**config.mk**
```make
export PLATFORM = sky130hd
export DESIGN_NAME = wrr_arbiter
export DESIGN_NICKNAME = d
export VERILOG_FILES = /design/src/rtl/wrr_arbiter.sv
export SDC_FILE = /design/constraint.sdc
export NUM_CORES = 1
export LEC_CHECK = 0
export BUFFER_PORTS_ARGS = -buffer_cell sky130_fd_sc_hd__clkbuf_2
export CORE_AREA = 2 2 55 57
export DETAILED_ROUTE_END_ITERATION = 12
export DIE_AREA = 0 0 57 59
export GPL_ROUTABILITY_DRIVEN = 0
export PLACE_DENSITY = 0.51
export SYNTH_ARGS = -nofsm -noshare
export SYNTH_HDL_FRONTEND = slang
export SYNTH_SLANG_ARGS = --single-unit
```
**constraint.sdc**
```tcl
create_clock -name clk -period 4.44 [get_ports clk]
set_input_delay 0.888 -clock clk [delete_from_list [all_inputs] [get_ports clk]]
set_output_delay 0.888 -clock clk [all_outputs]
set_load 0.02 [all_outputs]
```
**src/rtl/wrr_arbiter.sv**
```systemverilog
// Weighted round-robin arbiter: each requester holds a registered one-hot grant
// for up to its weight in acked transfers before priority rotates past it.
module wrr_arbiter #(
  parameter int WIDTH    = 4,
  parameter int WEIGHT_W = 3,
  parameter int IDX_W    = $clog2(WIDTH)
) (
  input  logic                        clk,
  input  logic                        resetb,
  input  logic [WIDTH-1:0]            request,
  input  logic                        ack,
  input  logic [WIDTH*WEIGHT_W-1:0]   weights,
  output logic [WIDTH-1:0]            grant,
  output logic                        grant_valid,
  output logic [IDX_W-1:0]            grant_idx
);

  typedef enum logic {IDLE, GRANT} state_t;

  state_t               state, state_n;
  logic [IDX_W-1:0]     ptr, ptr_n;
  logic [IDX_W-1:0]     cur, cur_n;
  logic [WEIGHT_W-1:0]  credit, credit_n;
  logic [WIDTH-1:0]     grant_n;
  logic                 grant_valid_n;
  logic [IDX_W-1:0]     grant_idx_n;
  logic [IDX_W:0]       sel;
  logic                 load;
  logic                 rel;

  // Circular scan from start; returns {found, index}. Scanning downward lets the
  // lowest circular offset win without an early exit.
  function automatic logic [IDX_W:0] pick(input logic [WIDTH-1:0] req,
                                          input logic [IDX_W-1:0] start);
    logic [IDX_W:0] r;
    int             j;
    r = '0;
    for (int i = WIDTH - 1; i >= 0; i--) begin
      j = (int'(start) + i) % WIDTH;
      if (req[j]) r = {1'b1, IDX_W'(j)};
    end
    return r;
  endfunction

  function automatic logic [WEIGHT_W-1:0] credit_of(input logic [WIDTH*WEIGHT_W-1:0] w,
                                                    input logic [IDX_W-1:0] idx);
    logic [WEIGHT_W-1:0] f;
    f = w[idx*WEIGHT_W +: WEIGHT_W];
    return (f == '0) ? WEIGHT_W'(1) : f;
  endfunction

  always_comb begin
    state_n  = state;
    ptr_n    = ptr;
    cur_n    = cur;
    credit_n = credit;
    sel      = '0;
    load     = 1'b0;
    rel      = 1'b0;

    case (state)
      IDLE: begin
        sel  = pick(request, ptr);
        load = sel[IDX_W];
      end
      GRANT: begin
        if (!request[cur]) begin
          rel = 1'b1;
        end else if (ack) begin
          credit_n = credit - WEIGHT_W'(1);
          if (credit_n == '0) rel = 1'b1;
        end
      end
      default: state_n = IDLE;
    endcase

    // Rotating past cur leaves cur last in scan order, so it only wins when alone.
    if (rel) begin
      ptr_n = (cur == IDX_W'(WIDTH - 1)) ? '0 : cur + IDX_W'(1);
      sel   = pick(request, ptr_n);
      load  = sel[IDX_W];
      if (!load) begin
        state_n  = IDLE;
        credit_n = '0;
      end
    end

    if (load) begin
      state_n  = GRANT;
      cur_n    = sel[IDX_W-1:0];
      credit_n = credit_of(weights, sel[IDX_W-1:0]);
    end

    grant_valid_n = (state_n == GRANT);
    grant_n       = grant_valid_n ? (WIDTH'(1) << cur_n) : '0;
    grant_idx_n   = grant_valid_n ? cur_n : '0;
  end

  // Registered state and outputs
  always_ff @(posedge clk) begin
    if (resetb) begin
      state       <= IDLE;
      ptr         <= '0;
      cur         <= '0;
      credit      <= '0;
      grant       <= '0;
      grant_valid <= 1'b0;
      grant_idx   <= '0;
    end else begin
      state       <= state_n;
      ptr         <= ptr_n;
      cur         <= cur_n;
      credit      <= credit_n;
      grant       <= grant_n;
      grant_valid <= grant_valid_n;
      grant_idx   <= grant_idx_n;
    end
  end

endmodule

```
# Word-level counts from Yosys, hierarchy flattened
# Cells that the tools add are included.
totals:
  ff_bits: 14
  out_inout_bits: 7
op_classes:
  add_sub_neg: 8
  multipliers: 1
  order_cmp: 9
  n_eq_ne: 1
  n_shift: 2
  muxes: 53
  n_bitwise: 7
  reduce_logical: 9
ops:
  columns: ["operator", "count"]
  rows:
  - ["$mux 3", 16]
  - ["$lt 3x4->1 const B", 6]
  - ["$mux 1", 24]
  - ["$bmux 1 s2", 9]
  - ["$reduce_or 2->1", 7]
  - ["$shiftx 12x5->3", 1]
  - ["$lt 2x3->1 const B", 3]
  - ["$add 2x2->2 const B", 4]
  - ["$mux 2", 4]
  - ["$add 2x1->2 const B", 3]
  - ["$and 1x1->1 const A", 6]
  - ["$logic_not 3->1", 2]
  - ["$mul 2x2->4 const B", 1]
  - ["$shl 1x2->4 const A", 1]
  - ["$sub 3x1->3 const B", 1]
  - ["$eq 2x2->1 const B", 1]
  - ["$not 1->1", 1]

# Longest topological paths before layout
# Gate-level depths: netlist (run 1).
depth:
  ltp_word: 19
  ltp_mapped: 9

# Worst setup path after synthesis (run 1)
# OpenSTA, ideal clock, no wires.
synth_timing:
  path_kind: "input to register"
  start: "input request[3]"
  end: "register credit[0]"
  setup_ns: 0.130
  arrival_time_ns: 2.450
  path_slack_ns: 1.860
  cell_stages: 7
  path_buffers: 0
  path_cell_list: "mux4_2 o21a_4 nor4b_4 nor2_2 a211o_1 a22oi_1 o32ai_1"
synth_between:
  elab_chain_cells: 14
  word_cells_on_any_way: 48
synth_lines:
  columns: ["item", "line_no", "text"]
  rows:
  - ["start, declared", "10", "input logic [WIDTH-1:0] request,"]
  - ["$bmux 1 s2", "40", "if (req[j]) r = {1'b1, IDX_W'(j)};"]
  - ["$mux 1 (implied by the code) (2 in a row)", "40", null]
  - ["$mux 3 (4 in a row)", "40", null]
  - ["$mux 2 / $mux 3 (equally long branches)", "61, 78", null]
  - ["$mux 2", "78", "if (rel) begin"]
  - ["$mul 2x2->4", "48", "f = w[idx*WEIGHT_W +: WEIGHT_W];"]
  - ["$shiftx 12x5->3", "48", null]
  - ["$logic_not 3->1", "49", "return (f == '0) ? WEIGHT_W'(1) : f;"]
  - ["$mux 3", "49", null]
  - ["$mux 3 (*)", "88", "if (load) begin"]
  - ["end signal, assigned", "113", "credit <= credit_n;"]
  - ["end, declared", "23", "logic [WEIGHT_W-1:0] credit, credit_n;"]
# Every way passes the cells marked *; elsewhere a longest branch is shown, timed or not. The select of a mux whose other input is x is not followed.
# A chain may end at the register's enable or synchronous reset.

# Worst setup path in the final report (run 1)
layout_timing:
  start: "input request[2]"
  end: "register credit[0]"
# The elaborated chain is that of the path after synthesis.

==> results.tsv, run 1 <==
stage	metric	value	unit
worst_setup_path	worst-path-max-fanout	7	
worst_setup_path	crit_path_end_kind	register	
finish	multiInputGateArea	609.3	um2
finish	regArea	280.3	um2
worst_setup_path	worstSetupPathType	in2reg	
run_status	outcome	completed	
yosys	synth_edf_count	0	
yosys	yosysTopAreaCell	dfxtp_1	
yosys	syn_area	919.6	um2
yosys	synth.distinct_cells	39	
run	maxCapViolations	0	
sta	skew	0.003647	ns
clock_network	clk_pin_slew_worst_paths	0.08	ns
worst_setup_path	path_cells	clkbuf_2, mux4_2, o21a_4, nor4b_4, nor2_2, a211o_1, a22oi_1, o32ai_1	
sta	slew_violations	0	
worst_setup_path	r2r_end	credit[0]$_SDFF_PP0_	
route	drt-total-wl	2159	um
sta	worstMarginPinSlew	0.6530	ns
route	routed_via_density	5.293	
sta	setup_viol	0	
grt	grt_use_total	0.1348	
route	wl_per_cell	13.16	um
worst_setup_path	startpoint	request[2]	
route	drtAntennaViolNets	0	
clock_network	tritoncts	built	
pwr	p_per_area	331.3	mW/mm2
hold_path	hp-class	reg2reg	
yosys	ys_seq_area_frac	0.3048	
yosys	synth_area_leaders	dfxtp_1 (30%), mux2i_1 (5.4%), nor2_1 (4.9%)	
yosys	ys_async_sr_fraction	0	
worst_setup_path	required	4.60	ns
placed_design	io_buffers	25	
placed_design	dp_hpwl	1751	um
worst_setup_path	r2r_cells	7	
pwr	leakage	0.4992	nW
clock_network	clkSinkCount	14	
yosys	ys_seq_elements	14	
finish	syn_to_final_growth	19.86	%
yosys	synthFlopType	dfxtp_1	
clock_network	cts_resized	0	
worst_setup_path	worst_path_max_delay_cell	mux4_2	
route	via_count	868	
worst_setup_path	rr_startpoint	cur[0]$_SDFF_PP0_	
clock_network	clk_latency	0.27	ns
pwr	ir_worst_vdd	0.2447	mV
clock_network	h-tree-depth	1	
sta	hold_viol	0	
sta	rsz0062_at_grt	no	
finish	drive_above_1_share	0.2857	
grt	grt_pass1_vias	780	
clock_network	root_buffer	clkbuf_4	
clock_network	cts_hold_buf	0	
yosys	syn-instance-count	106	
worst_setup_path	max_stage_delay	0.50	ns
placed_design	placed_cell_area	0.001080	mm2
floorplanning	dieArea	0.003363	mm2
floorplanning	rows	19	
worst_setup_path	endpoint	credit[0]$_SDFF_PP0_	
grt	grt-ovfl-total	0	
grt	grt_pass1_wl	3525	um
finish	final_nets	157	
finish	fin_area	0.001102	mm2
floorplanning	start_util	0.3393	
clock_network	clockBufferDepth	2	
clock_network	cts_made_buffers	3	
worst_setup_path	reg2reg_slack	2.07	ns
finish	diodes	0	
grt	grt_max_degree	10	
finish	layout_commonest_cell	clkbuf_2	
floorplanning	die_h	59	um
floorplanning	core	0.002710	mm2
worst_setup_path	arrival	2.75	ns
finish	fill_cells	301	
yosys	synth_nets	128	
yosys	syn_area_per_cell	8.676	um2
floorplanning	ioPinCount	26	
clock_network	postCtsSetupRepairBufs	0	
sta	tns	0	ns
worst_setup_path	crit_path_start_kind	input port	
route	drt-initial-drc-count	24	
floorplanning	die_x	57	um
yosys	synth_top_cell_area_share	0.3048	
route	drtPass1Iterations	4	
sta	fmax	386.5	MHz
sta	period_needed	2.587	ns
grt	antenna_found_initial	0	
yosys	yosys_warnings	0	
route	route.detailed.drc	0	
finish	mostFrequentLayoutCells	clkbuf_2 (25), dfxtp_1 (14), nor2_1 (12)	
sta	maxSlewHeadroom	0.5620	
sta	fin_crit_sh	0.5827	
==> logic make-up after synthesis <==
family          count (synthesis)  synth area share
mux                             8            0.1034
buf+inv                         8           0.03265
flops                          14            0.3048
fa+ha+maj                       3           0.04082
compound gates                 28            0.2313
xor+xnor                        3           0.02858
simple gates                   42            0.2585
==> worst min path at each step <==
stage	slack, ns	start	end	depth (start not counted)
after CTS	0.50	ptr[0]$_SDFFE_PP0N_	ptr[0]$_SDFFE_PP0N_	2
after floorplan	0.45	ptr[0]$_SDFFE_PP0N_	ptr[0]$_SDFFE_PP0N_	2
after detailed placement	0.49	ptr[0]$_SDFFE_PP0N_	ptr[0]$_SDFFE_PP0N_	2
final	0.50	ptr[0]$_SDFFE_PP0N_	ptr[0]$_SDFFE_PP0N_	2
after global routing	0.53	ptr[0]$_SDFFE_PP0N_	ptr[0]$_SDFFE_PP0N_	2
after global placement	0.48	ptr[0]$_SDFFE_PP0N_	ptr[0]$_SDFFE_PP0N_	2
==> area by class of cell <==
cell class	instances	area share
clock buffer	3	0.02043
inverter	7	0.02384
multi-input combinational	84	0.5528
sequential	14	0.2543
tap	31	0.03519
timing repair buffer	25	0.1135
==> stage by stage <==
step	util	power, mW	setup WS [ns]	instances	hold WS (ns)
after floorplan	-	0.2597	1.860	106	0.4526
after global placement	0.3984	0.2992	1.639	161	0.4820
after detailed placement	0.3984	0.2999	1.532	161	0.4894
after CTS	0.4067	0.3704	1.825	164	0.5011
after global routing	0.4067	0.3912	1.699	164	0.5307
final	0.4067	0.3652	1.853	164	0.4960
==> metal layers <==
metal / track usage / part of all wire
met1: 0.1819 / 0.47
met2: 0.2184 / 0.49
met3: 0.04148 / 0.035
met4: 0.01993 / 0.0042
met5: 0 / 0
==> where the power goes <==
part | internal [mW] | total [mW] | switching, mW
sequential | 0.141 | 0.152 | 0.0108
combinational | 0.0637 | 0.144 | 0.0803
clock | 0.0313 | 0.0694 | 0.0380
==> synthesized netlist by cell type (3+ instances only) <==
cell type   n
mux2i_1     5
dfxtp_1    14
o21ai_0     7
a21oi_1     5
nand2_1     6
inv_1       7
nand2b_1    7
nor2_1     12
nand3_1     3
ha_1        3
==> state kept, by name (all words and copies together), names as in the netlist <==
| signal | count |
|---|---|
| grant | 4 |
| credit | 3 |
| cur | 2 |
| grant_idx | 2 |
| ptr | 2 |
| state | 1 |
==> critical path, delay by kind of cell <==
kind | cells | cell delay (ns)
AO/OA/AOI/OAI | 4 | 0.73
buffers and inverters | 1 | 0.14
multiplexers | 1 | 0.50
AND/OR/NAND/NOR | 2 | 0.48
Note: power is estimated with default switching activity, not from simulation.
==> inputs of run 2 (changes only) <==
clock period = 2.69 ns   (was 4.44 ns; I/O delays follow)
==> run 2 against run 1 <==
Final area is 0.68% higher. Utilization is 0.28 points higher. Flip-flop and latch count stayed put. Die area stayed put. Critical endpoint unchanged.
==> results.tsv, run 2 (synthesized netlist as in run 1, its figures left out) <==
stage	metric	value	unit	change
finish	fill_cells	306		+1.7%
floorplanning	core	0.002710	mm2	unchanged
sta	worstMarginPinSlew	0.5477	ns	-0.1054 ns
hold_path	hp-start	ptr[0]$_SDFFE_PP0N_		
worst_setup_path	path_cells	ha_1, a21oi_1, nor4_1, nor4b_4, or4_1, o311ai_1, a22oi_1, o32ai_1		
placed_design	dp_hpwl	1772	um	+1.2%
route	drtAntennaViolNets	0		unchanged
pwr	ir_worst_vdd	0.4223	mV	+73%
finish	layout_commonest_cell	clkbuf_2		
sta	tns	0	ns	unchanged
route	drt-total-wl	2206	um	+2.2%
grt	grt-ovfl-total	0		unchanged
floorplanning	die_h	59	um	unchanged
sta	maxSlewHeadroom	0.6316		+0.06958
finish	mostFrequentLayoutCells	clkbuf_2 (25), dfxtp_1 (14), nor2_1 (12)		
sta	slew_violations	0		unchanged
clock_network	clkSinkCount	14		unchanged
pwr	leakage	0.5044	nW	+1.0%
worst_setup_path	critical_path.top_delay_family	simple AND/OR/NAND/NOR gates		
sta	fin_crit_sh	0.8784		
clock_network	cts_made_buffers	3		unchanged
worst_setup_path	worstSetupPathType	reg2reg		
route	routed_via_density	5.291		about the same
clock_network	h-tree-depth	1		unchanged
route	wl_per_cell	13.37	um	+1.6%
route	drt-initial-drc-count	44		+83%
grt	antenna_found_initial	0		unchanged
pwr	switchingPower	0.2140	mW	+66%
pwr	pwr-share-comb	0.399		+0.005
clock_network	postCtsSetupRepairBufs	0		unchanged
floorplanning	start_util	0.3393		unchanged
clock_network	clk_pin_slew_worst_paths	0.08	ns	about the same
worst_setup_path	worst-path-max-fanout	7		unchanged
grt	grt_use_total	0.1396		+0.004795
finish	largest-register	grant		
worst_setup_path	crit_path_start_kind	register		
finish	largest_register_ffs	4		unchanged
run_status	outcome	completed		
sta	period_needed	2.363	ns	
sta	setup_viol	0		unchanged
worst_setup_path	startpoint	cur[0]$_SDFF_PP0_		
pwr	intPower	0.3915	mW	+66%
sta	fmax	423.2	MHz	
worst_setup_path	worst-path-buf-inv	0		-1
sta	whs	0.4933	ns	-0.002716 ns
pwr	pwr-share-clk	0.188		-0.002
floorplanning	die_x	57	um	unchanged
finish	top_regs	grant (4), credit (3)		
grt	grt_pass1_vias	806		+3.3%
clock_network	root_buffer	clkbuf_4		
floorplanning	rows	19		unchanged
worst_setup_path	rr_startpoint	cur[0]$_SDFF_PP0_		
clock_network	clockBufferDepth	2		unchanged
clock_network	clk_latency	0.27	ns	about the same
route	route.detailed.drc	0		unchanged
floorplanning	dieArea	0.003363	mm2	unchanged
floorplanning	ioPinCount	26		unchanged
sta	skew	0.003430	ns	-0.0002174 ns
pwr	swShare	0.3534		about the same
clock_network	tritoncts	built		
finish	diodes	0		unchanged
finish	final_nets	158		+0.64%
worst_setup_path	max_stage_delay	0.49	ns	about the same
finish	syn_to_final_growth	20.68	%	
worst_setup_path	required	2.87	ns	-1.73 ns
worst_setup_path	worst_path_max_delay_cell	or4_1		
clock_network	cts_hold_buf	0		unchanged
finish	drive_above_1_share	0.2910		+0.005330
route	via_count	873		+0.58%
worst_setup_path	arrival	2.55	ns	-0.20 ns
placed_design	io_buffers	25		unchanged
sta	rsz0062_at_grt	no		
sta	hold_viol	0		unchanged
grt	grt_pass1_wl	3629	um	+3.0%
hold_path	hp-class	reg2reg		
route	drtPass1Iterations	4		unchanged
pwr	p_per_area	545.6	mW/mm2	+65%
grt	grt_max_degree	10		unchanged
clock_network	cts_resized	0		unchanged
pwr	pwr-share-seq	0.413		-0.003
run	maxCapViolations	0		unchanged
worst_setup_path	crit_path_end_kind	register		
## run 2: changes by cell type in the layout (fill, tap and decap cells not counted)
cell	before	now
buf_4	0	1
## run 2: tightest hold or removal path, delay by kind of cell (launching register included)
| kind | cells | cell delay (ns) |
|---|---|---|
| AO/OA/AOI/OAI | 1 | 0.05 |
| flip-flops | 1 | 0.34 |
| AND/OR/NAND/NOR | 1 | 0.06 |
## run 2: final timing paths
kind	end	slack, ns	cells after the start
max	credit[0]$_SDFF_PP0_	0.33	8
min	ptr[0]$_SDFFE_PP0N_	0.49	2
max reg2reg	credit[0]$_SDFF_PP0_	0.33	8
min reg2reg	ptr[0]$_SDFFE_PP0N_	0.49	2
## run 2: cell type report
cell class                      instances  area, um2  share of cell area
Multi-Input combinational cell         84      609.3              0.5490
Inverter                                7      26.28             0.02368
Timing Repair Buffer                   26      132.6              0.1195
Sequential cell                        14      280.3              0.2525
Clock buffer                            3      22.52             0.02029
Tap cell                               31      38.79             0.03495
## run 2: power by group through the flow
stage	sequential [mW]	clock (mW)	combinational, mW
after floorplan	0.265	0	0.163
after global placement	0.255	0	0.241
after detailed placement	0.256	0	0.242
after CTS	0.251	0.120	0.244
after global routing	0.255	0.128	0.266
final	0.250	0.114	0.241
## run 2: per-stage QoR
stage	instances	worst slack (ns)	util	instance area [um2]	power, mW
after CTS	165	0.3159	0.4095	1110	0.6139
final	165	0.3271	0.4095	1110	0.6055
after global placement	162	0.2388	0.4012	1087	0.4960
after detailed placement	162	0.1706	0.4012	1087	0.4978
after floorplan	106	0.4598	-	919.6	0.4286
after global routing	165	0.1587	0.4095	1110	0.6486
## run 2: layer usage
layer	part of all wire	global-route usage	vias to the layer above
met5	0	0	-
met4	0.0041	0.01993	0
met3	0.044	0.03930	2
met2	0.46	0.2282	22
met1	0.49	0.1894	404
li1	-	-	445
==> inputs of run 3 (changes only) <==
CELL_PAD_IN_SITES_DETAIL_PLACEMENT = 1   (was default)
CELL_PAD_IN_SITES_GLOBAL_PLACEMENT = 2   (was default)
CORE_AREA = 2 2 60 62   (was 2 2 55 57)
DIE_AREA = 0 0 62 64   (was 0 0 57 59)
PLACE_DENSITY = 0.7   (was 0.51)
SKIP_CTS_REPAIR_TIMING = 1   (was default)
SLEW_MARGIN = 20   (was default)
==> run 3 against run 2 <==
Worst hold slack gained 0.026 ns. Register-to-register slack improved by 0.03 ns. Global-route usage down 0.77 points. Clock skew grew 0.0059 ns. Die area rose by 18%. Non-clock buffer count grew 1. Critical path type unchanged. Critical endpoint unchanged. Largest cell class unchanged. Largest power group unchanged.
==> results.tsv, run 3 (synthesized netlist as in run 1, its figures left out) <==
stage	metric	value	unit	change
grt	grt_max_degree	10		unchanged
clock_network	root_buffer	clkbuf_4		
run_status	outcome	completed		
worst_setup_path	path_cells	mux4_2, o21a_4, nor4b_4, nor2_2, a211o_1, a22oi_1, o32ai_1		
route	route.detailed.drc	0		unchanged
finish	final_nets	159		+0.63%
floorplanning	rows	21		+2
finish	drive_above_1_share	0.2963		+0.005252
pwr	power	0.6093	mW	+0.64%
pwr	ir_worst_vdd	0.2192	mV	-48%
route	drt-total-wl	2497	um	+13%
grt	grt-ovfl-total	0		unchanged
worst_setup_path	worst-path-buf-inv	0		unchanged
sta	maxSlewHeadroom	0.6512		+0.01956
finish	largest-register	grant		
worst_setup_path	crit_path_end_kind	register		
worst_setup_path	arrival	2.49	ns	-0.06 ns
sta	fmax	429.4	MHz	+1.5%
route	drtPass1Iterations	2		-2
worst_setup_path	required	2.85	ns	-0.02 ns
floorplanning	ioPinCount	26		unchanged
worst_setup_path	max_stage_delay	0.56	ns	+0.07 ns
worst_setup_path	reg2reg_slack	0.36	ns	+0.03 ns
route	via_count	882		+1.0%
sta	fin_ws	0.3613	ns	+0.03420 ns
clock_network	clk_pin_slew_worst_paths	0.08	ns	about the same
placed_design	io_buffers	25		unchanged
placed_design	placed_cell_area	0.001114	mm2	+2.4%
sta	skew	0.009333	ns	+0.005904 ns
worst_setup_path	worstSetupPathType	reg2reg		
worst_setup_path	startpoint	cur[0]$_SDFF_PP0_		
route	drt-initial-drc-count	18		-59%
grt	antenna_found_initial	0		unchanged
worst_setup_path	critical_path.top_delay_family	compound AO/OA/AOI/OAI gates		
floorplanning	die_h	64	um	+8.5%
clock_network	tritoncts	built		
finish	largest_register_ffs	4		unchanged
run	maxCapViolations	0		unchanged
sta	setup_viol	0		unchanged
floorplanning	die_x	62	um	+8.8%
sta	whs	0.5193	ns	+0.02605 ns
finish	utilization	0.3459		-0.06361
hold_path	hold-path-cell-count	2		unchanged
sta	tns	0	ns	unchanged
finish	fin_area	0.001136	mm2	+2.4%
floorplanning	start_util	0.2800		-0.05934
floorplanning	dieArea	0.003968	mm2	+18%
grt	grt_use_total	0.1320		-0.007654
grt	grt_pass1_vias	911		+13%
worst_setup_path	path_depth	7		-1
worst_setup_path	rr_startpoint	cur[0]$_SDFF_PP0_		
sta	hold_viol	0		unchanged
placed_design	dp.cells	178		+9.9%
finish	mostFrequentLayoutCells	clkbuf_2 (25), dfxtp_1 (14), nor2_1 (12)		
pwr	p_per_area	536.3	mW/mm2	-1.7%
finish	layout_commonest_cell	clkbuf_2		
worst_setup_path	r2r_cells	7		-1
finish	fin_cells	181		+9.7%
worst_setup_path	worst-path-max-fanout	7		unchanged
placed_design	dp_hpwl	2078	um	+17%
floorplanning	core	0.003284	mm2	+21%
worst_setup_path	r2r_end	credit[0]$_SDFF_PP0_		
clock_network	clkSinkCount	14		unchanged
finish	diodes	0		unchanged
sta	period_needed	2.329	ns	-0.03420 ns
sta	worstMarginPinSlew	0.5186	ns	-0.02907 ns
sta	rsz0062_at_grt	no		
clock_network	cts_made_buffers	3		unchanged
pwr	leakage	0.5096	nW	+1.0%
finish	syn_to_final_growth	23.54	%	
route	wl_per_cell	13.80	um	+3.2%
clock_network	clockBufferDepth	2		unchanged
finish	fill_cells	411		+34%
route	routed_via_density	4.873		-7.9%
hold_path	hp-class	reg2reg		
worst_setup_path	crit_path_start_kind	register		
finish	top_regs	grant (4), credit (3)		
worst_setup_path	worst_path_max_delay_cell	mux4_2		
sta	fin_crit_sh	0.8657		-0.01271
route	drtAntennaViolNets	0		unchanged
worst_setup_path	endpoint	credit[0]$_SDFF_PP0_		
clock_network	clk_latency	0.27	ns	about the same
grt	grt_pass1_wl	3905	um	+7.6%
placed_design	place_ws	0.1594	ns	-0.01123 ns
sta	slew_violations	0		unchanged
clock_network	h-tree-depth	1		unchanged
-- run 3: changes by cell type in the layout (fill, tap and decap cells not counted), sizes merged --
| cell | change |
|---|---|
| buf | +1 |
-- run 3: worst reg2reg max path, cell delays in order, from the launching register on --
cell     delay (ns)
dfxtp_1        0.45
mux4_2         0.56
o21a_4         0.17
nor4b_4        0.33
nor2_2         0.14
a211o_1        0.28
a22oi_1        0.19
o32ai_1        0.11
-- run 3: worst min-delay path by stage --
stage / startpoint / to
final: ptr[0]$_SDFFE_PP0N_ / ptr[0]$_SDFFE_PP0N_
after global routing: ptr[0]$_SDFFE_PP0N_ / ptr[0]$_SDFFE_PP0N_
after floorplan: ptr[0]$_SDFFE_PP0N_ / ptr[0]$_SDFFE_PP0N_
after CTS: ptr[0]$_SDFFE_PP0N_ / ptr[0]$_SDFFE_PP0N_
after detailed placement: ptr[0]$_SDFFE_PP0N_ / ptr[0]$_SDFFE_PP0N_
after global placement: ptr[0]$_SDFFE_PP0N_ / ptr[0]$_SDFFE_PP0N_
-- run 3: layout make-up --
class	instances	area [um2]	area share
Tap cell	46	57.56	0.05066
Inverter	7	26.28	0.02313
Sequential cell	14	280.3	0.2467
Multi-Input combinational cell	84	609.3	0.5363
Timing Repair Buffer	27	140.1	0.1233
Clock buffer	3	22.52	0.01982
-- run 3: layer usage --
layer	track usage	share of wire	up-vias
li1	-	-	444
met5	0	0	-
met3	0.02429	0.038	2
met1	0.1611	0.45	415
met4	0.03989	0.0060	0
met2	0.2266	0.50	21
-- run 3: power by group --
part	total, mW	switching, mW	leakage (nW)	internal (mW)
Clock	0.113	0.0611	0.0138	0.0517
Combinational	0.245	0.136	0.380	0.108
Sequential	0.252	0.0189	0.115	0.233
